--- config.mk ---
export PLATFORM = sky130hd
export DESIGN_NAME = dw_lsd_norm_ctrl_flat
export DESIGN_NICKNAME = d
export VERILOG_FILES = /design/src/rtl/dw_lsd_norm_ctrl_pkg.sv /design/src/rtl/dw_lsd_norm_ctrl_if.sv /design/src/rtl/dw_lsd_norm_ctrl_cnt.sv /design/src/rtl/dw_lsd_norm_ctrl.sv /design/src/flat_wrapper.sv
export SDC_FILE = /design/constraint.sdc
export NUM_CORES = 1
export LEC_CHECK = 0
export BUFFER_PORTS_ARGS = -buffer_cell sky130_fd_sc_hd__buf_2
export CAP_MARGIN = 20
export CORE_UTILIZATION = 54
export DETAILED_ROUTE_END_ITERATION = 8
export GPL_ROUTABILITY_DRIVEN = 0
export PLACE_DENSITY = 0.74
export SLEW_MARGIN = 20
export SYNTH_ARGS = -nofsm -noshare
export SYNTH_HDL_FRONTEND = slang
export SYNTH_SLANG_ARGS = --single-unit
export TNS_END_PERCENT = 5
--- constraint.sdc ---
create_clock -name clk -period 8 [get_ports clk]
set_input_delay 0.8 -clock clk [delete_from_list [all_inputs] [get_ports clk]]
set_output_delay 0.8 -clock clk [all_outputs]
set_load 0.03 [all_outputs]
--- src/rtl/dw_lsd_norm_ctrl_pkg.sv ---
// Shared types and helpers for the leading-sign-digit normalizer.
package dw_lsd_norm_ctrl_pkg;

  typedef enum logic [1:0] {
    IDLE  = 2'd0,
    SHIFT = 2'd1,
    DONE  = 2'd2
  } state_t;

  // Smallest r such that 2**r >= n (n >= 2 for every legal operand width).
  function automatic int unsigned clog2(input int unsigned n);
    int unsigned r;
    r = 0;
    while ((32'd1 << r) < n) r++;
    return r;
  endfunction

endpackage

--- src/rtl/dw_lsd_norm_ctrl_if.sv ---
// Operand/result handshake bundle for dw_lsd_norm_ctrl.
interface dw_lsd_norm_ctrl_if #(
  parameter int unsigned a_width    = 16,
  parameter int unsigned addr_width = dw_lsd_norm_ctrl_pkg::clog2(a_width)
);
  logic                  in_valid;
  logic                  in_ready;
  logic [a_width-1:0]    in_data;
  logic                  out_valid;
  logic                  out_ready;
  logic [a_width-1:0]    out_data;
  logic [addr_width-1:0] out_cnt;
  logic                  out_zero;

  modport slave (
    input  in_valid, in_data, out_ready,
    output in_ready, out_valid, out_data, out_cnt, out_zero
  );

  modport master (
    output in_valid, in_data, out_ready,
    input  in_ready, out_valid, out_data, out_cnt, out_zero
  );
endinterface

--- src/rtl/dw_lsd_norm_ctrl_cnt.sv ---
// Redundant-sign-bit counter: number of bits below the MSB, scanning down
// from bit a_width-2, that match the MSB. Purely combinational.
module dw_lsd_cnt #(
  parameter int unsigned a_width    = 16,
  parameter int unsigned addr_width = 4
) (
  input  logic [a_width-1:0]    a,
  output logic [addr_width-1:0] cnt
);

  logic w_stop;

  // Walk downward from the bit under the sign; stop at the first mismatch.
  always_comb begin
    cnt    = '0;
    w_stop = 1'b0;
    for (int unsigned i = 1; i < a_width; i++) begin
      if (!w_stop && (a[a_width-1-i] == a[a_width-1]))
        cnt = cnt + addr_width'(1);
      else
        w_stop = 1'b1;
    end
  end

endmodule

--- src/rtl/dw_lsd_norm_ctrl.sv ---
// Multi-cycle left normalizer: counts redundant sign bits on accept, then
// shifts left by at most shift_step per cycle until the count is consumed.
module dw_lsd_norm_ctrl
  import dw_lsd_norm_ctrl_pkg::*;
#(
  parameter int unsigned a_width    = 16,
  parameter int unsigned shift_step = 4
) (
  input  logic                   clk,
  input  logic                   rst_n,
  dw_lsd_norm_ctrl_if.slave      bus
);

  localparam int unsigned addr_width = clog2(a_width);
  localparam logic [addr_width-1:0] STEP = addr_width'(shift_step);

  state_t                r_state;
  logic [a_width-1:0]    r_work;
  logic [addr_width-1:0] r_rem;
  logic [addr_width-1:0] r_cnt;
  logic                  r_zero;
  logic                  r_out_valid;
  logic                  r_in_ready;

  logic [addr_width-1:0] w_cnt;
  logic [addr_width-1:0] w_amt;
  logic [addr_width-1:0] w_rem_next;

  dw_lsd_cnt #(
    .a_width    (a_width),
    .addr_width (addr_width)
  ) u_cnt (
    .a   (bus.in_data),
    .cnt (w_cnt)
  );

  // Per-cycle shift amount: min(remaining, shift_step).
  always_comb begin
    w_amt      = (r_rem > STEP) ? STEP : r_rem;
    w_rem_next = r_rem - w_amt;
  end

  // FSM with working register, remaining counter and registered handshakes.
  always_ff @(posedge clk or negedge rst_n) begin
    if (!rst_n) begin
      r_state     <= IDLE;
      r_work      <= '0;
      r_rem       <= '0;
      r_cnt       <= '0;
      r_zero      <= 1'b0;
      r_out_valid <= 1'b0;
      r_in_ready  <= 1'b1;
    end else begin
      case (r_state)
        IDLE: begin
          if (bus.in_valid) begin
            r_work     <= bus.in_data;
            r_rem      <= w_cnt;
            r_cnt      <= w_cnt;
            r_zero     <= (bus.in_data == '0);
            r_in_ready <= 1'b0;
            if (w_cnt == '0) begin
              r_state     <= DONE;
              r_out_valid <= 1'b1;
            end else begin
              r_state <= SHIFT;
            end
          end
        end
        SHIFT: begin
          r_work <= r_work << w_amt;
          r_rem  <= w_rem_next;
          if (w_rem_next == '0) begin
            r_state     <= DONE;
            r_out_valid <= 1'b1;
          end
        end
        DONE: begin
          if (bus.out_ready) begin
            r_state     <= IDLE;
            r_out_valid <= 1'b0;
            r_in_ready  <= 1'b1;
          end
        end
        default: begin
          r_state     <= IDLE;
          r_out_valid <= 1'b0;
          r_in_ready  <= 1'b1;
        end
      endcase
    end
  end

  assign bus.in_ready  = r_in_ready;
  assign bus.out_valid = r_out_valid;
  assign bus.out_data  = r_work;
  assign bus.out_cnt   = r_cnt;
  assign bus.out_zero  = r_zero;

endmodule

--- src/flat_wrapper.sv ---
// flat-port wrapper written by rule: the top's interface ports become plain ports
module dw_lsd_norm_ctrl_flat import dw_lsd_norm_ctrl_pkg::*;
#(
  parameter int unsigned a_width    = 16,
  parameter int unsigned shift_step = 4
)
  (clk, rst_n, bus_in_valid, bus_in_data, bus_out_ready, bus_in_ready, bus_out_valid, bus_out_data, bus_out_cnt, bus_out_zero);
  dw_lsd_norm_ctrl_if #(.a_width(a_width)) bus_i ();
  input  logic clk;
  input  logic rst_n;
  input wire logic [$bits(bus_i.in_valid)-1:0] bus_in_valid;
  input wire logic [$bits(bus_i.in_data)-1:0] bus_in_data;
  input wire logic [$bits(bus_i.out_ready)-1:0] bus_out_ready;
  output wire logic [$bits(bus_i.in_ready)-1:0] bus_in_ready;
  output wire logic [$bits(bus_i.out_valid)-1:0] bus_out_valid;
  output wire logic [$bits(bus_i.out_data)-1:0] bus_out_data;
  output wire logic [$bits(bus_i.out_cnt)-1:0] bus_out_cnt;
  output wire logic [$bits(bus_i.out_zero)-1:0] bus_out_zero;
  assign bus_i.in_valid = bus_in_valid;
  assign bus_i.in_data = bus_in_data;
  assign bus_i.out_ready = bus_out_ready;
  assign bus_in_ready = bus_i.in_ready;
  assign bus_out_valid = bus_i.out_valid;
  assign bus_out_data = bus_i.out_data;
  assign bus_out_cnt = bus_i.out_cnt;
  assign bus_out_zero = bus_i.out_zero;
  dw_lsd_norm_ctrl #(.a_width(a_width), .shift_step(shift_step)) u_core (.clk(clk), .rst_n(rst_n), .bus(bus_i));
endmodule
==> flow_summary.json, run 1 <==
{
  "synth_cell_types": 77,
  "slowest_delay_ns": 0.44,
  "drt-total-wl_um": 9740,
  "vdd_ir_drop_max_mv": 0.284,
  "p_total_mw": 1.17,
  "drt-initial-drc-count": 315,
  "crit_family": "compound AO/OA/AOI/OAI gates",
  "insertion_delay_ns": 0.29,
  "drv_cap": 0,
  "finalHoldViolCount": 0,
  "syn_area_um2": 3580,
  "p_comb_share_pct": 58.8,
  "crit_type": "primary input to flop",
  "powerDensity_nw_per_um2": 299,
  "area_growth_syn_to_layout_pct": 9.12,
  "placed_cells": 549,
  "path_buf_inv": 3,
  "grt_pass1_vias": 3239,
  "clock_skew_ns": 0.00558,
  "synthArstFlopShare_pct": 100,
  "max_freq_mhz": 134,
  "die_x_um": 83.4,
  "leakage_nw": 1.66,
  "hp-class": "flop to flop",
  "mostFrequentLayoutCell": "nand2_1",
  "grt_usage_pct": 27.8,
  "start_util_pct": 56.1,
  "critPathSlowestCell": "or4_4",
  "core_um2": 6390,
  "critPathMaxFanout": 6,
  "clock_path_buffers": 2,
  "power.share.clock_pct": 13.6,
  "die_h_um": 83.4,
  "syn_nets": 490,
  "n_antenna_cell": 0,
  "yosysWarningCount": 0,
  "top_level_ports": 43,
  "clk_pin_slew_ns": 0.06,
  "drt-wirelength-per-cell_um": 17.5,
  "use_met1_pct": 40.4,
  "ys_seq_elements": 29,
  "seq_power_share_pct": 27.5,
  "hold_buffers": 0,
  "intPower_mw": 0.587,
  "cts.sinks": 29,
  "layout_worst_path_cycle_share_pct": 93.2,
  "min_period_ns": 7.46,
  "avgSynthCellArea_um2": 7.86,
  "p_sw_mw": 0.582,
  "synth_edf_count": 0,
  "crit_top_cell": "ha_1",
  "tightest_slew_ns": 0.947,
  "rows": 29,
  "firstDrtPassIters": 5,
  "layout-drive-gt1-share_pct": 18.1,
  "start_kind": "primary input",
  "cts_root_buf": "clkbuf_8",
  "final_util_pct": 61.2,
  "vias": 3690,
  "fin_ws_ns": 0.541,
  "status": "finished, final reports clean",
  "post-place-ws_ns": 0.347,
  "vias_per_cell": 6.62,
  "route.detailed.drc": 0,
  "ant_nets": 0,
  "grt_util_met2_pct": 44.0,
  "dieArea_um2": 6960,
  "p_sw_share_pct": 49.8,
  "fin_nets": 513,
  "grt_max_degree": 30,
  "dpl.hpwl_um": 7130,
  "end_kind": "flop",
  "gr-usage-met3_pct": 4.08,
  "port_buffers": 42,
  "grt_pass1_wl_um": 15800,
  "mostFrequentLayoutCells": "nand2_1 (65), buf_2 (42), nor2_1 (36)",
  "finalSetupViolCount": 0,
  "cts_tree": "built",
  "fin_cells": 557,
  "cts_buffers": 5,
  "rsz0062_at_grt": "false",
  "reg2reg_depth": 5,
  "cts_setup_buffers": 0,
  "h-tree-depth": 2,
  "arrival_ns": 7.59,
  "seq_area_frac_synth_pct": 20.3,
  "worst-endpoint-required_ns": 8.13,
  "slew_headroom_pct": 36.6,
  "crit_cells": 33,
  "fin_setup_tns_ns": 0,
  "maxSlewViolCount": 0,
  "grt_overflow": 0,
  "synth_flop_cell": "dfrtp_1",
  "netlist_instances": 456,
  "top_usage_layer": "met2",
  "antenna_found_initial": 0,
  "worstHoldPathCells": 2
}
cell type report:
type / instances / area [um2]
sequential: 29 / 727
fill: 584 / 2480
inverter: 20 / 75.1
timing repair buffer: 47 / 251
tap: 77 / 96.3
clock buffer: 7 / 86.3
clock inverter: 1 / 30.0
multi-input combinational: 376 / 2640
power groups by stage:
stage / combinational, mW / sequential, mW / clock, mW
after floorplan: 0.456 / 0.377 / 0
after CTS: 0.682 / 0.318 / 0.159
after global placement: 0.672 / 0.319 / 0
after detailed placement: 0.679 / 0.319 / 0
final: 0.688 / 0.322 / 0.159
after global routing: 0.749 / 0.332 / 0.166
registers in the layout, summed over array words and instances, names as in the netlist:
| name | cells |
|---|---|
| u_core.bus.out_zero | 1 |
| u_core.r_rem | 4 |
| u_core.bus.out_cnt | 4 |
| u_core.r_state | 2 |
| u_core.bus.out_valid | 1 |
| u_core.bus.out_data | 16 |
| u_core.bus.in_ready | 1 |
routing by layer:
metal	up-vias	share of wire, %
li1	1765	-
met1	1758	45
met2	151	47
met5	-	0
met3	16	6.7
met4	0	1.1
synth_stat cells (5+ instances only):
master     number  area (um2)
ha_1           14         175
o21ai_0        19        95.1
nor3_1          7        35.0
dfrtp_1        28         701
a21oi_1        26         130
mux4_2          6         135
mux2_2          7        78.8
a2111oi_0       5        43.8
nor2b_1         5        31.3
o22ai_1        15        93.8
nand2_1        65         244
a211oi_1        5        37.5
nor2_1         36         135
nand2b_1        6        37.5
clkbuf_1       24        90.1
nand3_1         9        45.0
o22a_1         10        87.6
or2_2           6        37.5
mux2i_1        19         190
a31oi_1        13        81.3
o21a_1          6        45.0
xor2_1          5        43.8
inv_1          19        71.3
xnor2_1         8        70.1
logic make-up (layout without fill, tap and decap cells):
family / after synthesis / in the layout / share of synthesized area [%]
AND/OR/NAND/NOR: 165 / 165 / 22.7
AO/OA/AOI/OAI: 146 / 146 / 28.8
buffers and inverters: 51 / 75 / 5.97
multiplexers: 32 / 32 / 11.3
flip-flops: 29 / 29 / 20.3
XOR/XNOR: 17 / 17 / 5.73
adder cells (fa/ha/maj): 15 / 15 / 5.17
other: 1 / 1 / 0.105
final timing paths:
kind                                                  from                                  end  slack (ns)
max                                        bus_in_data[15]        u_core.r_state[1]$_DFFE_PN0P_        0.54
min                        u_core.bus.out_zero$_DFFE_PN0P_      u_core.bus.out_zero$_DFFE_PN0P_        0.49
max reg2reg                  u_core.r_state[0]$_DFFE_PN0P_  u_core.bus.out_data[15]$_DFFE_PN0P_        5.23
min reg2reg                u_core.bus.out_zero$_DFFE_PN0P_      u_core.bus.out_zero$_DFFE_PN0P_        0.49
max in group asynchronous                            rst_n          u_core.r_rem[1]$_DFFE_PN0P_        7.03
min in group asynchronous                            rst_n   u_core.bus.out_data[7]$_DFFE_PN0P_        0.54
worst min-delay path: cells and delay by family (launching register included):
| kind | cells | cell delay [ns] |
|---|---|---|
| AO/OA/AOI/OAI | 1 | 0.06 |
| AND/OR/NAND/NOR | 1 | 0.05 |
| flip-flops | 1 | 0.34 |
metrics by stage:
stage	area (um2)	hold WS, ns
4_1_cts	3900	0.487
3_5_place_dp	3790	0.465
5_1_grt	3910	0.514
2_1_floorplan	3580	0.504
3_3_place_gp	3790	0.458
6_report	3910	0.487
repair_timing:
action / CTS / global route
endpoints found under the hold margin: 0 / 0
setup endpoints to repair: 0 / 5
resized for setup: 0 / 2
No activity file was read; power rests on OpenSTA's default activity.
==> run 2, diff against run 1 <==
--- a/config.mk
+++ b/config.mk
@@ -5,12 +5,13 @@
 export SDC_FILE = /design/constraint.sdc
 export NUM_CORES = 1
 export LEC_CHECK = 0
+export ABC_AREA = 1
 export BUFFER_PORTS_ARGS = -buffer_cell sky130_fd_sc_hd__buf_2
 export CAP_MARGIN = 20
 export CORE_UTILIZATION = 54
 export DETAILED_ROUTE_END_ITERATION = 8
 export GPL_ROUTABILITY_DRIVEN = 0
-export PLACE_DENSITY = 0.74
+export PLACE_DENSITY = 0.75
 export SLEW_MARGIN = 20
 export SYNTH_ARGS = -nofsm -noshare
 export SYNTH_HDL_FRONTEND = slang
==> run 2 against run 1 <==
Compared with the run above:
- via count fell by 15%
- fmax rose by 28%
- sequential power fell by 16%
- global-route usage fell by 0.90 points
- die area fell by 16%
- wire length fell by 25%
- combinational power fell by 8.3%
==> flow_summary.json, run 2 <==
{
  "area_growth_syn_to_layout_pct": 11.6,
  "port_buffers": 42,
  "route.detailed.drc": 0,
  "drt-wirelength-per-cell_um": 12.5,
  "yosysWarningCount": 0,
  "seq_power_share_pct": 26.5,
  "hp-class": "flop to flop",
  "clock_path_buffers": 2,
  "start_kind": "primary input",
  "max_freq_mhz": 172,
  "largest_reg_flops": 16,
  "p_sw_share_pct": 54.2,
  "clk_pin_slew_ns": 0.07,
  "synthArstFlopShare_pct": 100,
  "avgSynthCellArea_um2": 6.27,
  "powerDensity_nw_per_um2": 309,
  "drt-total-wl_um": 7300,
  "design_area_um2": 3330,
  "ant_nets": 0,
  "p_comb_share_pct": 61.3,
  "die_h_um": 76.3,
  "p_sw_mw": 0.557,
  "tightest_slew_ns": 0.993,
  "cts_tree": "built",
  "cts.sinks": 29,
  "finalSetupViolCount": 0,
  "min_period_ns": 5.83,
  "end_kind": "flop",
  "layout_worst_path_cycle_share_pct": 72.8,
  "layout-drive-gt1-share_pct": 14.0,
  "intPower_mw": 0.472,
  "grt_pass1_vias": 2934,
  "dpl.hpwl_um": 5770,
  "top_level_ports": 43,
  "grt_max_degree": 30,
  "cts_root_buf": "clkbuf_8",
  "h-tree-depth": 2,
  "fin_nets": 548,
  "crit_top_cell": "nand2_1",
  "fin_setup_tns_ns": 0,
  "dieArea_um2": 5820,
  "slowest_delay_ns": 0.38,
  "critPathSlowestCell": "ha_1",
  "finalHoldViolCount": 0,
  "maxSlewViolCount": 0,
  "cts-resized-gates": 0,
  "crit_type": "primary input to flop",
  "syn_nets": 510,
  "arrival_ns": 6.03,
  "die_x_um": 76.3,
  "gr-usage-met3_pct": 4.67,
  "synth_flop_cell": "dfrtp_1",
  "grt_usage_pct": 26.9,
  "synth_edf_count": 0,
  "dpl-instance-area_um2": 3230,
  "mostFrequentLayoutCell": "nand2_1",
  "status": "finished, final reports clean",
  "rsz0062_at_grt": "false",
  "vias": 3154,
  "top_usage_layer": "met2",
  "use_met1_pct": 35.3,
  "hold_buffers": 0,
  "n_antenna_cell": 0,
  "mostFrequentLayoutCells": "nand2_1 (151), inv_1 (74), nand3_1 (43), o21ai_0 (43), buf_2 (42)",
  "nFillCells": 512,
  "vdd_ir_drop_max_mv": 0.237,
  "power.share.clock_pct": 12.2,
  "synth_largest_area_cell": "dfrtp_1",
  "yosys-top-cells-area": "dfrtp_1 (23%), nand2_1 (19%), inv_1 (9.3%), nand3_1 (7.2%), o21ai_0 (7.2%)",
  "cts_setup_buffers": 0,
  "drv_cap": 0,
  "cts_buffers": 5,
  "synth_top_area_share_pct": 23.5,
  "vias_per_cell": 5.39,
  "worst-endpoint-required_ns": 8.20,
  "synthTopCellsByCount": "nand2_1 (151), inv_1 (74), nand3_1 (43), o21ai_0 (43), dfrtp_1 (28)",
  "slew_headroom_pct": 33.6,
  "drt-initial-drc-count": 163,
  "grt_overflow": 0,
  "seq_area_frac_synth_pct": 24.4,
  "syn_area_um2": 2980,
  "start_util_pct": 57.3,
  "clock_skew_ns": 0.0101,
  "insertion_delay_ns": 0.29,
  "grt_util_met2_pct": 44.8,
  "antenna_found_initial": 0,
  "critPathMaxFanout": 20,
  "yosysMostFrequentCell": "nand2_1",
  "firstDrtPassIters": 6,
  "netlist_instances": 476,
  "core_um2": 5200,
  "synth_cell_types": 42,
  "grt_pass1_wl_um": 13000,
  "rows": 26,
  "leakage_nw": 1.84,
  "ys_seq_elements": 29
}
-- run 2: cell count changes after synthesis, moves of 10 or more --
cell,before,now
o22ai_1,15,0
nand3_1,9,43
nor2_1,36,22
o22a_1,10,0
a31oi_1,13,0
mux2i_1,19,0
clkbuf_1,24,10
nand2_1,65,151
inv_1,19,74
o21ai_0,19,43
a21oi_1,26,12
-- run 2: cells by family after synthesis --
logic type	after synthesis	synth area share, %
DFF	29	24.4
other	1	0.126
xor gates and xnor gates	10	3.19
AOI/OAI and AO/OA	87	17.8
adders and majority gates	14	5.87
buffers and inverters	91	11.9
and+or+nand+nor	244	36.7
-- run 2: area by class of cell --
class	count	area [um2]	share of cell area [%]
multi-input cells	356	1900	57.1
clock inverters	1	7.51	0.226
repair buffers	43	218	6.54
flip-flops and latches	29	727	21.8
well taps	70	87.6	2.63
clock buffers	7	86.3	2.59
inverters	79	302	9.06
-- run 2: stage by stage --
stage / power (mW) / setup slack, ns / cells / hold slack, ns / util (%)
finish: 1.03 / 2.17 / 585 / 0.472 / 63.9
global route: 1.12 / 1.59 / 585 / 0.516 / 63.9
CTS: 1.03 / 2.20 / 585 / 0.483 / 63.9
detailed placement: 0.895 / 1.91 / 577 / 0.460 / 62.1
global placement: 0.891 / 2.08 / 577 / 0.456 / 62.1
floorplan: 0.734 / 2.74 / 476 / 0.504 / -
-- run 2: worst paths after layout --
kind                                                  startpoint  slack, ns                                   to  depth (start not counted)
worst max-delay path                             bus_in_data[15]       2.17          u_core.r_rem[2]$_DFFE_PN0P_                         42
worst min-delay path            u_core.bus.out_valid$_DFFE_PN0P_       0.47     u_core.bus.out_valid$_DFFE_PN0P_                          2
worst max register to register     u_core.r_state[0]$_DFFE_PN0P_       4.76  u_core.bus.out_data[15]$_DFFE_PN0P_                          8
worst min register to register  u_core.bus.out_valid$_DFFE_PN0P_       0.47     u_core.bus.out_valid$_DFFE_PN0P_                          2
max in group asynchronous                                  rst_n       7.03   u_core.bus.out_data[7]$_DFFE_PN0P_                          1
min in group asynchronous                                  rst_n       0.54  u_core.bus.out_data[15]$_DFFE_PN0P_                          1
-- run 2: power by group through the flow --
stage / Combinational [mW] / Clock [mW] / Sequential [mW]
finish: 0.631 / 0.126 / 0.272
global route: 0.708 / 0.134 / 0.282
CTS: 0.626 / 0.128 / 0.271
detailed placement: 0.624 / 0 / 0.272
global placement: 0.619 / 0 / 0.272
floorplan: 0.376 / 0 / 0.358
-- run 2: per-layer routing --
metal	share of wire, %	routed length [um]	vias to the layer above
li1	-	-	1628
met1	46	3390	1414
met2	46	3360	95
met3	5.3	390	17
met4	2.1	153	0
met5	0	0	-
-- run 2: worst max-delay path, delay by kind of cell --
kind,cells,cell delay (ns)
AOI/OAI and AO/OA,2,0.29
buffers and inverters,12,0.97
xor gates and xnor gates,3,0.58
adders and majority gates,7,1.95
and+or+nand+nor,18,1.42
==> run 3, diff against run 2 <==
--- a/config.mk
+++ b/config.mk
@@ -5,13 +5,13 @@
 export SDC_FILE = /design/constraint.sdc
 export NUM_CORES = 1
 export LEC_CHECK = 0
-export ABC_AREA = 1
+export ABC_AREA = 0
 export BUFFER_PORTS_ARGS = -buffer_cell sky130_fd_sc_hd__buf_2
 export CAP_MARGIN = 20
 export CORE_UTILIZATION = 54
 export DETAILED_ROUTE_END_ITERATION = 8
 export GPL_ROUTABILITY_DRIVEN = 0
-export PLACE_DENSITY = 0.75
+export PLACE_DENSITY = 0.77
 export SLEW_MARGIN = 20
 export SYNTH_ARGS = -nofsm -noshare
 export SYNTH_HDL_FRONTEND = slang
==> constraint.sdc (replaced) <==
create_clock -name clk -period 5.3 [get_ports clk]
set_input_delay 0.53 -clock clk [delete_from_list [all_inputs] [get_ports clk]]
set_output_delay 0.53 -clock clk [all_outputs]
set_load 0.03 [all_outputs]
==> run 3 against run 2 <==
Compared with the run above:
- the run now ends with setup timing left
- highest routed layer unchanged
- non-clock buffer count increased by 65
- via count increased by 29%
- critical endpoint unchanged
- clock skew shrank 0.0034 ns
- critical path type unchanged
- setup slack worse by 3.1 ns
==> flow_summary.json, run 3 (same netlist as run 1, synthesis figures left out) <==
{
  "drt-wirelength-per-cell_um": 18.5,
  "cts_tree": "built",
  "violations": "setup timing",
  "vias_per_cell": 6.58,
  "die_h_um": 83.4,
  "tightest_slew_ns": 1.00,
  "mostFrequentLayoutCell": "buf_4",
  "start_util_pct": 56.1,
  "grt_max_degree": 40,
  "rows": 29,
  "ant_nets": 0,
  "drt-initial-drc-count": 316,
  "clock_skew_ns": 0.00674,
  "grt_pass1_vias": 3796,
  "p_sw_share_pct": 50.0,
  "firstDrtPassIters": 5,
  "final_util_pct": 73.0,
  "power.share.clock_pct": 13.1,
  "slowest_delay_ns": 0.37,
  "fin_ws_ns": -0.892,
  "p_total_mw": 1.90,
  "nFillCells": 479,
  "clock_path_buffers": 2,
  "h-tree-depth": 2,
  "fin_setup_tns_ns": -6.79,
  "finalHoldViolCount": 0,
  "start_kind": "primary input",
  "largest_reg_flops": 16,
  "route.detailed.drc": 0,
  "dieArea_um2": 6960,
  "worst-endpoint-required_ns": 5.47,
  "leakage_nw": 2.02,
  "cts_buffers": 5,
  "drv_cap": 0,
  "p_sw_mw": 0.948,
  "insertion_delay_ns": 0.29,
  "path_buf_inv": 4,
  "layout_worst_path_cycle_share_pct": 117,
  "cts_root_buf": "clkbuf_8",
  "rsz0062_at_grt": "true",
  "seqCellArea_um2": 727,
  "grt_pass1_wl_um": 18000,
  "intPower_mw": 0.949,
  "vias": 4076,
  "crit_type": "primary input to flop",
  "port_buffers": 42,
  "clk_pin_slew_ns": 0.07,
  "max_freq_mhz": 161,
  "dpl.hpwl_um": 7900,
  "crit_family": "compound AO/OA/AOI/OAI gates",
  "antenna_found_initial": 0,
  "arrival_ns": 6.37,
  "finalSetupViolCount": 9,
  "design_area_um2": 4660,
  "mostFrequentLayoutCells": "buf_4 (65), nand2_1 (62), buf_2 (40)",
  "seq_power_share_pct": 27.6,
  "status": "complete, but fails checks",
  "end_kind": "flop",
  "drt-total-wl_um": 11500,
  "core_um2": 6390,
  "min_period_ns": 6.19,
  "top_level_ports": 43,
  "slew_headroom_pct": 33.0,
  "whs_ns": 0.271,
  "vdd_ir_drop_max_mv": 0.542,
  "fin_nets": 574,
  "maxSlewViolCount": 0,
  "powerDensity_nw_per_um2": 407,
  "die_x_um": 83.4,
  "hp-class": "primary input to asynchronous set/reset pin",
  "grt_overflow": 0,
  "cts.sinks": 29,
  "grt_usage_pct": 31.6,
  "layout-drive-gt1-share_pct": 33.8,
  "p_comb_share_pct": 59.4,
  "critPathMaxFanout": 3,
  "area_growth_syn_to_layout_pct": 30.1,
  "multi_input_area_um2": 2900,
  "critPathSlowestCell": "o32a_1",
  "dpl-instance-area_um2": 4320
}
run 3: layer usage:
metal	vias up	global-route usage, %	routed length (um)
met3	39	5.17	802
met1	1963	41.4	4740
met5	-	0	0
li1	1875	-	-
met2	199	51.9	5510
met4	0	13.1	402
run 3: path summary, 6_finish.rpt:
| path | from | endpoint | slack (ns) | cells after the start |
|---|---|---|---|---|
| max | bus_in_data[15] | u_core.r_rem[2]$_DFFE_PN0P_ | -0.89 | 36 |
| min | rst_n | u_core.bus.out_data[2]$_DFFE_PN0P_ | 0.27 | 1 |
| max reg2reg | u_core.r_state[0]$_DFFE_PN0P_ | u_core.bus.out_data[15]$_DFFE_PN0P_ | 2.40 | 5 |
| min reg2reg | u_core.bus.out_data[15]$_DFFE_PN0P_ | u_core.bus.out_data[15]$_DFFE_PN0P_ | 0.49 | 1 |
| max in group asynchronous | rst_n | u_core.r_rem[1]$_DFFE_PN0P_ | 4.61 | 1 |
| min in group clk | u_core.bus.out_data[15]$_DFFE_PN0P_ | u_core.bus.out_data[15]$_DFFE_PN0P_ | 0.49 | 1 |
run 3: area by class of cell:
cell class / instances / area share [%]
tap: 77 / 2.07
sequential: 29 / 15.6
clock buffer: 6 / 1.77
antenna: 1 / 0.0537
multi-input combinational: 376 / 62.2
clock inverter: 2 / 0.805
timing repair buffer: 108 / 15.8
inverter: 20 / 1.72
run 3: repair_timing:
action	in CTS	in global routing
hold buffers	0	0
cloned	0	0
resized for setup	8	25
buffers inserted	0	8
pin swaps	4	21
setup endpoints to repair	9	9
run 3: stage by stage:
step / std cells / worst slack [ns]
floorplan: 456 / -0.692
global placement: 602 / -0.946
detailed placement: 602 / -1.15
CTS: 610 / -0.740
global route: 618 / -1.13
finish: 619 / -0.892
run 3: power groups by stage:
| stage | Combinational (mW) | Sequential (mW) | Clock [mW] |
|---|---|---|---|
| 6_report | 1.13 | 0.523 | 0.248 |
| 3_5_place_dp | 1.07 | 0.510 | 0 |
| 5_1_grt | 1.22 | 0.536 | 0.257 |
| 4_1_cts | 1.08 | 0.510 | 0.247 |
| 3_3_place_gp | 1.04 | 0.506 | 0 |
| 2_1_floorplan | 0.707 | 0.570 | 0 |
